==> src/rtl/pitch_glide_control_pkg.sv <==
// ---------------------------------------------------------------------------
// pitch_glide_pkg
// Shared definitions for the pitch glide block: glide mode encoding, the
// per-oscillator register map and the glide-rate to shift decode.
// Register map: osc o owns glide_rate at RATE_ADR_OFS + o*OSC_ADR_STRIDE and
// glide_mode at MODE_ADR_OFS + o*OSC_ADR_STRIDE.
// ---------------------------------------------------------------------------
package pitch_glide_pkg;

    // Mode 3 is not a distinct behaviour; it acts like "always".
    typedef enum logic [1:0] {
        GLIDE_OFF        = 2'd0,
        GLIDE_ALWAYS     = 2'd1,
        GLIDE_LEGATO     = 2'd2,
        GLIDE_ALWAYS_ALT = 2'd3
    } glide_mode_t;

    localparam logic [6:0] RATE_ADR_OFS   = 7'd12;
    localparam logic [6:0] MODE_ADR_OFS   = 7'd13;
    localparam logic [6:0] OSC_ADR_STRIDE = 7'd16;
    localparam int         ADR_OSC_LSB    = $clog2(OSC_ADR_STRIDE);

    // Upper four rate bits pick how far the remaining distance is shifted
    // down each visit: 1 (fast) through 16 (very slow).
    function automatic logic [4:0] shiftDecode(input logic [6:0] rate);
        return 5'd1 + {1'b0, rate[6:3]};
    endfunction

endpackage

==> src/rtl/pitch_glide_control_glide_step.sv <==
// ---------------------------------------------------------------------------
// glide_step
// One glide step: moves i_cur towards i_target by (target-cur) >>> i_shift,
// with a minimum step of one LSB so the glide always lands on the target.
// Ports:
//   i_cur     current pitch increment
//   i_target  target pitch increment
//   i_shift   right-shift amount (1..16)
//   o_curNew  next pitch increment
// ---------------------------------------------------------------------------
module glide_step #(
    parameter int PW = 24
) (
    input  logic [PW-1:0] i_cur,
    input  logic [PW-1:0] i_target,
    input  logic [4:0]    i_shift,
    output logic [PW-1:0] o_curNew
);

    logic signed [PW:0] w_diff;
    logic signed [PW:0] w_shifted;
    logic signed [PW:0] w_step;

    // Arithmetic shift floors towards minus infinity, so negative distances
    // never round to zero; only small positive distances need the +1 floor.
    // Since |step| <= |diff| the result can never overshoot the target.
    always_comb begin
        w_diff    = $signed({1'b0, i_target}) - $signed({1'b0, i_cur});
        w_shifted = w_diff >>> i_shift;
        w_step    = w_shifted;
        if ((w_shifted == '0) && (w_diff != '0)) begin
            w_step = w_diff[PW] ? '1 : (PW+1)'(1);
        end
        o_curNew = i_cur + w_step[PW-1:0];
    end

endmodule

==> src/rtl/pitch_glide_control.sv <==
// ---------------------------------------------------------------------------
// pitch_glide_control
// Per-slot portamento for a VOICES x V_OSC oscillator bank. Each presented
// slot is glided from its stored pitch towards target_pitch over a two-stage
// pipeline (S1 read, S2 compute/write-back), result two cycles later.
// Ports:
//   sCLK_XVXOSC / reset_data   clock, async active-high reset
//   slot_valid, slot_idx, target_pitch   slot stream ({voice,osc} index)
//   note_on_stb, note_voice, note_legato note-on events (may force snap)
//   glide_sel, write, read, adr, synth_data_in, data_out   register port
//   osc_pitch_val, osc_pitch_valid       glided pitch output
// Build option: define PITCH_GLIDE_READBACK_EN to enable register readback
// on data_out; otherwise data_out is tied to zero.
// ---------------------------------------------------------------------------
module pitch_glide_control
    import pitch_glide_pkg::*;
#(
    parameter int VOICES  = 8,
    parameter int V_OSC   = 4,
    parameter int V_WIDTH = 3,
    parameter int O_WIDTH = 2,
    parameter int PW      = 24
) (
    input  logic                       sCLK_XVXOSC,
    input  logic                       reset_data,
    input  logic                       slot_valid,
    input  logic [V_WIDTH+O_WIDTH-1:0] slot_idx,
    input  logic [PW-1:0]              target_pitch,
    input  logic                       note_on_stb,
    input  logic [V_WIDTH-1:0]         note_voice,
    input  logic                       note_legato,
    input  logic                       glide_sel,
    input  logic                       write,
    input  logic                       read,
    input  logic [6:0]                 adr,
    input  logic [7:0]                 synth_data_in,
    output logic [7:0]                 data_out,
    output logic [PW-1:0]              osc_pitch_val,
    output logic                       osc_pitch_valid
);

    localparam int IW    = V_WIDTH + O_WIDTH;
    localparam int SLOTS = VOICES * V_OSC;

    logic [6:0]        r_glideRate [V_OSC];
    glide_mode_t       r_glideMode [V_OSC];
    logic [PW-1:0]     r_curMem    [SLOTS];
    logic [PW-1:0]     r_memCur;
    logic [SLOTS-1:0]  r_snap;
    logic [SLOTS-1:0]  r_curInit;

    logic              r_s1Valid;
    logic [IW-1:0]     r_s1Idx;
    logic [PW-1:0]     r_s1Target;
    logic              r_s1Fwd;
    logic [PW-1:0]     r_s1FwdCur;
    logic              r_s1Snap;
    logic              r_s1Init;

    logic [V_OSC-1:0]  w_noteSet;
    logic [SLOTS-1:0]  w_slotSet;
    logic [SLOTS-1:0]  w_s2Mask;
    logic              w_noteHitS1;
    logic              w_noteHitS2;
    logic [O_WIDTH-1:0] w_s2Osc;
    logic [4:0]        w_shift;
    logic [PW-1:0]     w_s2Cur;
    logic [PW-1:0]     w_stepCur;
    logic              w_s2Snap;
    logic [PW-1:0]     w_s2Result;
    logic              w_fwd;
    logic [O_WIDTH-1:0] w_adrOsc;
    logic              w_adrIsRate;
    logic              w_adrIsMode;
    logic              w_unusedBits;

    assign w_unusedBits = ^{synth_data_in[7], read};

    // A note-on forces a snap on the oscillators whose mode is off, or legato
    // when no other key was held. Modes 1 and 3 keep gliding.
    for (genvar o = 0; o < V_OSC; o++) begin : g_noteOsc
        assign w_noteSet[o] = note_on_stb &&
                              ((r_glideMode[o] == GLIDE_OFF) ||
                               ((r_glideMode[o] == GLIDE_LEGATO) && !note_legato));
    end

    for (genvar s = 0; s < SLOTS; s++) begin : g_noteSlot
        assign w_slotSet[s] = w_noteSet[s % V_OSC] && (note_voice == V_WIDTH'(s / V_OSC));
    end

    // Register decode: the stride is a power of two, so the osc number sits
    // directly in the address bits above the in-block offset.
    always_comb begin
        w_adrOsc    = adr[ADR_OSC_LSB +: O_WIDTH];
        w_adrIsRate = ((adr >> (ADR_OSC_LSB + O_WIDTH)) == '0) &&
                      (adr[ADR_OSC_LSB-1:0] == RATE_ADR_OFS[ADR_OSC_LSB-1:0]);
        w_adrIsMode = ((adr >> (ADR_OSC_LSB + O_WIDTH)) == '0) &&
                      (adr[ADR_OSC_LSB-1:0] == MODE_ADR_OFS[ADR_OSC_LSB-1:0]);
    end

    // S2 decision logic. A note-on landing in the same cycle as either stage
    // wins, so the in-flight access snaps instead of gliding. Rate zero means
    // no glide at all. A slot never written since reset reads as zero.
    // Back-to-back visits to one slot take the S2 result directly rather than
    // the RAM, which has not been written yet at that point.
    always_comb begin
        w_s2Osc      = r_s1Idx[O_WIDTH-1:0];
        w_shift      = shiftDecode(r_glideRate[w_s2Osc]);
        w_noteHitS1  = w_noteSet[slot_idx[O_WIDTH-1:0]] && (slot_idx[IW-1:O_WIDTH] == note_voice);
        w_noteHitS2  = w_noteSet[w_s2Osc] && (r_s1Idx[IW-1:O_WIDTH] == note_voice);
        w_s2Cur      = r_s1Fwd ? r_s1FwdCur : (r_s1Init ? r_memCur : '0);
        w_s2Snap     = r_s1Snap || w_noteHitS2 || (r_glideRate[w_s2Osc] == '0);
        w_s2Result   = w_s2Snap ? r_s1Target : w_stepCur;
        w_fwd        = slot_valid && r_s1Valid && (slot_idx == r_s1Idx);
        w_s2Mask     = r_s1Valid ? (SLOTS'(1) << r_s1Idx) : '0;
    end

    glide_step #(
        .PW       (PW)
    ) u_glideStep (
        .i_cur    (w_s2Cur),
        .i_target (r_s1Target),
        .i_shift  (w_shift),
        .o_curNew (w_stepCur)
    );

    // Pitch storage: one read port feeding S1, one write port from S2.
    // No reset here; r_curInit masks stale contents after reset instead.
    always_ff @(posedge sCLK_XVXOSC) begin
        if (r_s1Valid) begin
            r_curMem[r_s1Idx] <= w_s2Result;
        end
        r_memCur <= r_curMem[slot_idx];
    end

    // Pipeline, snap flags and register file. The S2 clear is applied after
    // the note-on set: a note-on that hit the S2 access has already been
    // honoured by that access, so the flag is consumed.
    always_ff @(posedge sCLK_XVXOSC or posedge reset_data) begin
        if (reset_data) begin
            r_s1Valid       <= 1'b0;
            r_s1Idx         <= '0;
            r_s1Target      <= '0;
            r_s1Fwd         <= 1'b0;
            r_s1FwdCur      <= '0;
            r_s1Snap        <= 1'b1;
            r_s1Init        <= 1'b0;
            osc_pitch_valid <= 1'b0;
            osc_pitch_val   <= '0;
            r_snap          <= '1;
            r_curInit       <= '0;
            r_glideRate     <= '{default: '0};
            r_glideMode     <= '{default: GLIDE_OFF};
        end else begin
            r_s1Valid <= slot_valid;
            if (slot_valid) begin
                r_s1Idx    <= slot_idx;
                r_s1Target <= target_pitch;
                r_s1Fwd    <= w_fwd;
                r_s1FwdCur <= w_s2Result;
                r_s1Snap   <= (w_fwd ? 1'b0 : r_snap[slot_idx]) || w_noteHitS1;
                r_s1Init   <= r_curInit[slot_idx];
            end
            osc_pitch_valid <= r_s1Valid;
            if (r_s1Valid) begin
                osc_pitch_val <= w_s2Result;
            end
            r_snap    <= (r_snap | w_slotSet) & ~w_s2Mask;
            r_curInit <= r_curInit | w_s2Mask;
            if (glide_sel && write) begin
                if (w_adrIsRate) begin
                    r_glideRate[w_adrOsc] <= synth_data_in[6:0];
                end
                if (w_adrIsMode) begin
                    r_glideMode[w_adrOsc] <= glide_mode_t'(synth_data_in[1:0]);
                end
            end
        end
    end

`ifdef PITCH_GLIDE_READBACK_EN
    // Readback returns the addressed register one cycle after the strobe;
    // reads of unmapped addresses leave the previous value in place.
    always_ff @(posedge sCLK_XVXOSC or posedge reset_data) begin
        if (reset_data) begin
            data_out <= '0;
        end else if (glide_sel && read) begin
            if (w_adrIsRate) begin
                data_out <= {1'b0, r_glideRate[w_adrOsc]};
            end else if (w_adrIsMode) begin
                data_out <= {6'b0, r_glideMode[w_adrOsc]};
            end
        end
    end
`else
    assign data_out = '0;
`endif

endmodule

==> config.mk <==
export PLATFORM = sky130hd
export DESIGN_NAME = pitch_glide_control
export DESIGN_NICKNAME = d
export VERILOG_FILES = /design/src/rtl/pitch_glide_control_pkg.sv /design/src/rtl/pitch_glide_control_glide_step.sv /design/src/rtl/pitch_glide_control.sv
export SDC_FILE = /design/constraint.sdc
export NUM_CORES = 1
export LEC_CHECK = 0
export ABC_AREA = 1
export CAP_MARGIN = 0
export CORE_ASPECT_RATIO = 1.1
export CORE_MARGIN = 4
export CORE_UTILIZATION = 55
export DETAILED_ROUTE_END_ITERATION = 10
export PLACE_DENSITY = 0.72
export SLEW_MARGIN = 20
export SYNTH_ARGS = -nofsm -noshare
export SYNTH_HDL_FRONTEND = slang
export SYNTH_SLANG_ARGS = --single-unit
==> constraint.sdc <==
create_clock -name sCLK_XVXOSC -period 15.3 [get_ports sCLK_XVXOSC]
set_input_delay 3.06 -clock sCLK_XVXOSC [delete_from_list [all_inputs] [get_ports sCLK_XVXOSC]]
set_output_delay 3.06 -clock sCLK_XVXOSC [all_outputs]
set_load 0.03 [all_outputs]
Word level (Yosys, flattened, before mapping)
Memories as Yosys holds them, arrays and structs flattened. A register that Yosys moved wholly into a read port is not among the register bits.
Cells that the tools add are included.
{"block": "word_totals", "ff_bits": 182, "mem_bits_rw": 768, "inputBits": 55, "out_inout_bits": 33, "wordCells": 147, "n_memories": 1}
{"block": "classes", "addsub": 3, "n_lt_le_gt_ge": 6, "eq_ne": 16, "shift": 2, "mux": 26, "bitwise": 6, "n_reduce_logical": 68}
{"name": "r_curMem", "words": 32, "width": 24, "read_ports": 1, "rd_clocked_by_memory_dff": 1, "wr": 1, "line_no": "pitch_glide_control.sv:47", "source": "logic [PW-1:0] r_curMem [SLOTS];"}
{"operator": "two-way mux 24 bit", "count": 5}
{"operator": "OR 32 bit", "count": 2}
{"operator": "logical AND 1 bit", "count": 49}
{"operator": "bitwise AND 32 bit", "count": 1}
{"operator": "two-way mux 32 bit", "count": 1}
{"operator": "inverter 32 bit", "count": 1}
{"operator": "left shift 1 x 5 -> 32 bit (first input constant)", "count": 1}
{"operator": "bitwise mux 28 bit", "count": 1}
{"operator": "zero test 25 bit", "count": 1}
{"operator": "nonzero test 25 bit", "count": 1}
{"operator": ">>> shifter 25 x 5 -> 25 bit", "count": 1}
{"operator": "subtractor 24 x 24 -> 25 bit", "count": 1}
{"operator": "adder 24 bit", "count": 1}
{"operator": "two-way mux 7 bit", "count": 3}
{"operator": "binary-select mux 7 bit (select 2 bit)", "count": 1}
{"operator": "demux 7 bit (select 2 bit)", "count": 1}
{"operator": "zero test 7 bit", "count": 2}
{"operator": "== test 3 bit (second input constant)", "count": 4}
{"operator": "binary-select mux 1 bit (select 5 bit)", "count": 2}
{"operator": "bitwise mux 8 bit", "count": 1}
{"operator": "== test 2 bit (second input constant)", "count": 4}
{"operator": "== test 4 bit (second input constant)", "count": 2}
{"operator": "zero test 2 bit", "count": 4}
{"operator": "logical OR 1 bit", "count": 7}
{"operator": "17 further kinds", "count": 30}

Depth between registers and ports, before layout
{"block": "logic_depth", "ltp_word": 11, "depth_mapped": 45, "ltp_nobuf": 44}

Cells and area by module
Synthesis repeated with hierarchy kept, for this count alone.
{"block": "hier_totals", "hier_cells": 4228, "hier_area_um2": 44077.3}
{"module": "pitch_glide_control", "instances": 1, "cells_each": 3309, "area_each_um2": 39451.6, "seq_area_each_um2": 28138.2}
{"module": "glide_step", "instances": 1, "cells_each": 919, "area_each_um2": 4625.7, "seq_area_each_um2": 0.0}

Least setup slack after synthesis
OpenSTA, ideal clock, no wires.
{"block": "synth_timing", "path_type": "register to register", "startpoint": "register r_s1Fwd", "endpoint": "memory r_curMem[0][16], data pin", "setup_time_ns": 0.473, "t_arrival_ns": 6.005, "required_time_ns": 14.827, "setup_slack_ns": 8.822, "path_stages_with_launch": 38, "path_buffers": 2, "synth_period_minus_slack_ns": 6.478, "cell_sequence": "dfrtp_1 > clkbuf_1 > nor2_1 > clkbuf_1 > a22o_1 > ha_1 > fa_1 > inv_1 > nand3_1 > nand2_1 > nand2_1 > nand2_1 > nand2_1 > nand2_1 > nand2_1 > nand2_1 > nand2_1 > nand3_1 > (+2 left out) > nand3_1 > nand2_1 > nand2_1 > nor2_1 > nand2_1 > nor2_1 > nand2_1 > nand2_1 > ha_1 > inv_1 > fa_1 > nor2_1 > nor2_1 > o21ai_1 > nand2_1 > nand2_1 > xnor2_1 > o21ai_0"}
{"block": "synth_via", "elab_chain_len": 8, "word_cells_on_any_way": 10, "classes_between": "add/sub: 2; shift: 1; mux: 4; reduce/logical: 3"}
{"item": "from (decl)", "line_no": "pitch_glide_control.sv:55", "source": "logic r_s1Fwd;"}
{"item": "from (signal assigned)", "line_no": "pitch_glide_control.sv:159", "source": "r_s1Fwd <= w_fwd;"}
{"item": "two-way mux 24 bit (*)", "line_no": "pitch_glide_control.sv:111", "source": "w_s2Cur = r_s1Fwd ? r_s1FwdCur : (r_s1Init ? r_memCur : '0);"}
{"item": "subtractor 24 x 24 -> 25 bit", "line_no": "pitch_glide_control_glide_step.sv:28", "source": "w_diff = $signed({1'b0, i_target}) - $signed({1'b0, i_cur});"}
{"item": ">>> shifter 25 x 5 -> 25 bit", "line_no": "pitch_glide_control_glide_step.sv:29", "source": "w_shifted = w_diff >>> i_shift;"}
{"item": "zero test 25 bit", "line_no": "pitch_glide_control_glide_step.sv:31", "source": "if ((w_shifted == '0) && (w_diff != '0)) begin"}
{"item": "logical AND 1 bit", "line_no": "pitch_glide_control_glide_step.sv:31"}
{"item": "two-way mux 24 bit", "line_no": "pitch_glide_control_glide_step.sv:31"}
{"item": "adder 24 bit (*)", "line_no": "pitch_glide_control_glide_step.sv:34", "source": "o_curNew = i_cur + w_step[PW-1:0];"}
{"item": "two-way mux 24 bit (*)", "line_no": "pitch_glide_control.sv:113", "source": "w_s2Result = w_s2Snap ? r_s1Target : w_stepCur;"}
{"item": "via w_s2Result[16]", "line_no": "pitch_glide_control.sv:70", "source": "logic [PW-1:0] w_s2Result;"}
{"item": "to (decl)", "line_no": "pitch_glide_control.sv:47"}
Mark *: on every way through the listed nets, which the timed path passes. The rest lies on a longest branch.

Worst setup path after layout
{"block": "layout_timing", "startpoint": "register r_s1Idx[0]", "endpoint": "memory r_curMem[13][13], data pin"}
{"block": "layout_via", "elab_chain_len": 11, "word_cells_on_any_way": 17, "classes_between": "add/sub: 2; shift: 1; mux: 7; bitwise: 1; reduce/logical: 6"}
{"item": "from (decl)", "line_no": "pitch_glide_control.sv:53", "source": "logic [IW-1:0] r_s1Idx;"}
{"item": "from (signal assigned)", "line_no": "pitch_glide_control.sv:157", "source": "r_s1Idx <= slot_idx;"}
{"item": "inverter 2 -> 3 bit (not written as such)", "line_no": "pitch_glide_control.sv:108, pitch_glide_control.sv:112"}
{"item": "binary-select mux 7 bit (select 2 bit)", "line_no": "pitch_glide_control.sv:108, pitch_glide_control.sv:112"}
{"item": "two-way mux 7 bit (not written as such) (2 in a row)", "line_no": "pitch_glide_control.sv:108, pitch_glide_control.sv:112"}
{"item": "adder 1 x 4 -> 5 bit", "line_no": "pitch_glide_control_pkg.sv:26", "source": "return 5'd1 + {1'b0, rate[6:3]};"}
{"item": ">>> shifter 25 x 5 -> 25 bit", "line_no": "pitch_glide_control_glide_step.sv:29"}
{"item": "zero test 25 bit", "line_no": "pitch_glide_control_glide_step.sv:31"}
{"item": "logical AND 1 bit", "line_no": "pitch_glide_control_glide_step.sv:31"}
{"item": "two-way mux 24 bit", "line_no": "pitch_glide_control_glide_step.sv:31"}
{"item": "adder 24 bit", "line_no": "pitch_glide_control_glide_step.sv:34"}
{"item": "two-way mux 24 bit (*)", "line_no": "pitch_glide_control.sv:113"}
{"item": "via w_s2Result[13]", "line_no": "pitch_glide_control.sv:70"}
Mark *: on every way through the listed nets, which the timed path passes. The rest lies on a longest branch. The select of a mux whose other input is x is not followed.

==> results.sh <==
export IMPL_hp_class="reg -> reg"
export IMPL_p_clk_frac=0.331
export IMPL_synth_area_leaders="edfxtp_1 (54%), dfrtp_1 (8.7%), o21ai_0 (6.5%)"
export IMPL_first_iter_violations=3850
export IMPL_ctsHoldBuffers=0
export IMPL_die_area_um2=82680
export IMPL_drt_wl_total_um=123900
export IMPL_syn_mean_instance_area_um2=10.61
export IMPL_powerDensity_nw_per_um2=141.7
export IMPL_grtUsageTotal=0.2947
export IMPL_synth_seq_cells=974
export IMPL_p_comb_frac=0.195
export IMPL_skew_ns=0.03184
export IMPL_fmax_mhz=121.7
export IMPL_clock_latency_ns=0.66
export IMPL_post_route_period_util=0.5372
export IMPL_ys_flop_type="edfxtp_1"
export IMPL_setup_viol=0
export IMPL_start_kind="flip-flop"
export IMPL_fin_crit_ns=8.219
export IMPL_cp_required_ns=15.52
export IMPL_synth_most_common_cell="edfxtp_1"
export IMPL_syn_area_um2=42970
export IMPL_synthTopCellsByCount="edfxtp_1 (768), nand2_1 (606), nor2_1 (581), o21ai_0 (562), nand3_1 (254)"
export IMPL_grt_pass1_vias=29990
export IMPL_portBuffers=77
export IMPL_grt_pass1_wl_um=183000
export IMPL_synth_edff_count=768
export IMPL_cp_end_kind="flip-flop"
export IMPL_seqPwrFrac=0.474
export IMPL_synth_top_cell_area_share=0.5366
export IMPL_clk_path_buf_depth=3
export IMPL_finalNetCount=4163
export IMPL_htreeDepth=3
export IMPL_yosysSeqAreaShare=0.6548
export IMPL_cp_max_fo=34
export IMPL_ctsResizeCount=0
export IMPL_grt_overflow=0
export IMPL_synthDistinctLibCells=55
export IMPL_maxSlewViolCount=0
export IMPL_die_x_um=274.5
export IMPL_drtAntennaViolNets=0
export IMPL_via_per_inst=6.197
export IMPL_crit_path_frequent_cell="nand2_1"
export IMPL_ios=88
export IMPL_slew_headroom=0.2635
export IMPL_grt_start_max_net_pins=183
export IMPL_core_rowCount=107
export IMPL_area_growth_pct=11.73
export IMPL_drive_gt1_frac=0.08414
export IMPL_sw_frac_of_total=0.2925
export IMPL_design_core_area_um2=77520
export IMPL_p_int_mw=4.812
export IMPL_wl_per_cell_um=23.95
export IMPL_cts_setup_buffers=0
export IMPL_maxCapViolCount=0
export IMPL_ctsRootBufferMaster="clkbuf_16"
export IMPL_tightest_slew_ns=1.093
export IMPL_synthCells=4049
export IMPL_rsz0062_at_grt="false"
export IMPL_switchingPower_mw=1.990
export IMPL_dpl_hpwl_um=70340
export IMPL_cts_tree="done"
export IMPL_gp_routability_congestion=0.9634
export IMPL_vdd_drop_max_mv=0.09746
export IMPL_via_count=32060
export IMPL_slowest_stage="ha_1"
export IMPL_synth_top_cell_by_area="edfxtp_1"
export IMPL_leakagePower_nw=17.93
export IMPL_hold_viol=0
export IMPL_initial_utilization=0.5544
export IMPL_fin_tns_setup_ns=0
export IMPL_path_clk_slew_ns=0.06
export IMPL_die_h_um=301.2
export IMPL_first_pass_iters=6
export IMPL_drcViolationCount=0
export IMPL_synthArstFlopShare=0.1869
export IMPL_critPathArrivalTime_ns=8.44
export IMPL_critPathKind="reg -> reg"
export IMPL_status="complete, no violations"
export IMPL_cts_buffers=94
export IMPL_clock_sinks=974
export IMPL_antenna_found_initial=2
export IMPL_crit_path_max_incr_delay_ns=1.05
export IMPL_hold_ws_ns=0.4534
export IMPL_yosysWarnings=0
routing by layer:
metal,vias to the layer above,part of all wire,GRT usage
met3,357,0.097,0.05570
li1,14440,-,-
met2,1702,0.47,0.4744
met4,4,0.050,0.1438
met5,-,0.00020,0
met1,15560,0.38,0.3879
area by class of cell:
cell class	count	area, um^2
inverters	249	963.4
multi-input cells	2588	13320
clock buffers	137	2656
flip-flops and latches	974	28140
fillers	5963	29500
well taps	1035	1295
diodes	2	5.005
clock inverters	37	312.8
repair buffers	151	1328
path summary, 6_finish.rpt:
| path | startpoint | to | slack [ns] | cells after the start |
|---|---|---|---|---|
| worst max register to register | r_s1Idx[0] | r_curMem[13][13] | 7.08 | 32 |
| worst max-delay path | r_s1Idx[0] | r_curMem[13][13] | 7.08 | 32 |
| max in group asynchronous | reset_data | r_glideRate[5] | 11.02 | 3 |
| worst min-delay path | r_curInit[19] | r_curInit[19] | 0.45 | 2 |
| min in group asynchronous | reset_data | osc_pitch_valid | 3.03 | 2 |
| worst min register to register | r_curInit[19] | r_curInit[19] | 0.45 | 2 |
metrics by stage:
| step | instance area [um^2] | util | power [mW] | setup slack (ns) | cells |
|---|---|---|---|---|---|
| floorplan | 43000 | - | 4.117 | 7.351 | 4056 |
| global placement | 45000 | 0.5806 | 4.546 | 7.135 | 4997 |
| detailed placement | 45000 | 0.5806 | 4.571 | 7.068 | 4997 |
| CTS | 47970 | 0.6189 | 6.790 | 7.060 | 5171 |
| global route | 48010 | 0.6194 | 7.076 | 6.419 | 5171 |
| finish | 48020 | 0.6194 | 6.802 | 7.081 | 5173 |
worst max-delay path, delay by kind of cell (launching register included):
family,cells,cell delay (ns)
flip-flops,1,0.47
AO/OA/AOI/OAI,6,1.36
adder cells (fa/ha/maj),2,1.23
XOR/XNOR,1,0.15
buffers and inverters,6,1.96
AND/OR/NAND/NOR,17,2.57
power by group through the flow:
stage               Clock (mW)  Combinational [mW]  Sequential, mW
floorplan                    0               0.821            3.30
global placement             0                1.27            3.27
detailed placement           0                1.29            3.28
CTS                       2.27                1.30            3.23
global route              2.39                1.45            3.24
finish                    2.25                1.33            3.23
kinds of logic (layout without fill, tap and decap cells):
| logic type | count (synthesis) | in the layout | share of synthesized area |
|---|---|---|---|
| and+or+nand+nor | 1522 | 1522 | 0.1452 |
| AOI/OAI and AO/OA | 983 | 983 | 0.1355 |
| DFF | 974 | 974 | 0.6548 |
| buffers and inverters | 494 | 574 | 0.04452 |
| adders and majority gates | 50 | 50 | 0.01491 |
| xor gates and xnor gates | 25 | 25 | 0.005095 |
| other | 1 | 10 | 0.00008726 |
cells in the final DEF (no fill, tap or decap), types with 20 or more instances in the layout:
cell | Yosys | final
edfxtp_1 | 768 | 768
nand2_1 | 606 | 606
o21ai_0 | 562 | 549
nor2_1 | 581 | 548
nand3_1 | 254 | 254
inv_1 | 236 | 231
dfrtp_1 | 149 | 149
o221ai_1 | 143 | 143
clkbuf_16 | 0 | 96
a21oi_1 | 91 | 91
buf_4 | 11 | 74
clkdlybuf4s50_1 | 0 | 71
o22ai_1 | 62 | 62
ha_1 | 48 | 48
nor2_4 | 1 | 33
dfstp_2 | 33 | 33
clkbuf_1 | 212 | 31
a31oi_1 | 31 | 29
a22oi_1 | 25 | 25
dfxtp_1 | 24 | 24
nand4_1 | 23 | 23
or2_2 | 22 | 22
nor3_1 | 20 | 20
a32oi_1 | 20 | 20
registers in the layout, summed over array words and instances, names as in the netlist:
name / flops
r_glideMode: 8
r_memCur: 24
r_s1Target: 24
r_s1FwdCur: 24
r_curMem: 768
osc_pitch_valid: 1
r_snap: 32
r_s1Idx: 5
osc_pitch_val: 24
r_s1Snap: 1
r_glideRate: 28
r_s1Valid: 1
r_s1Init: 1
r_s1Fwd: 1
r_curInit: 32
Power figures use the tool's default switching activity.
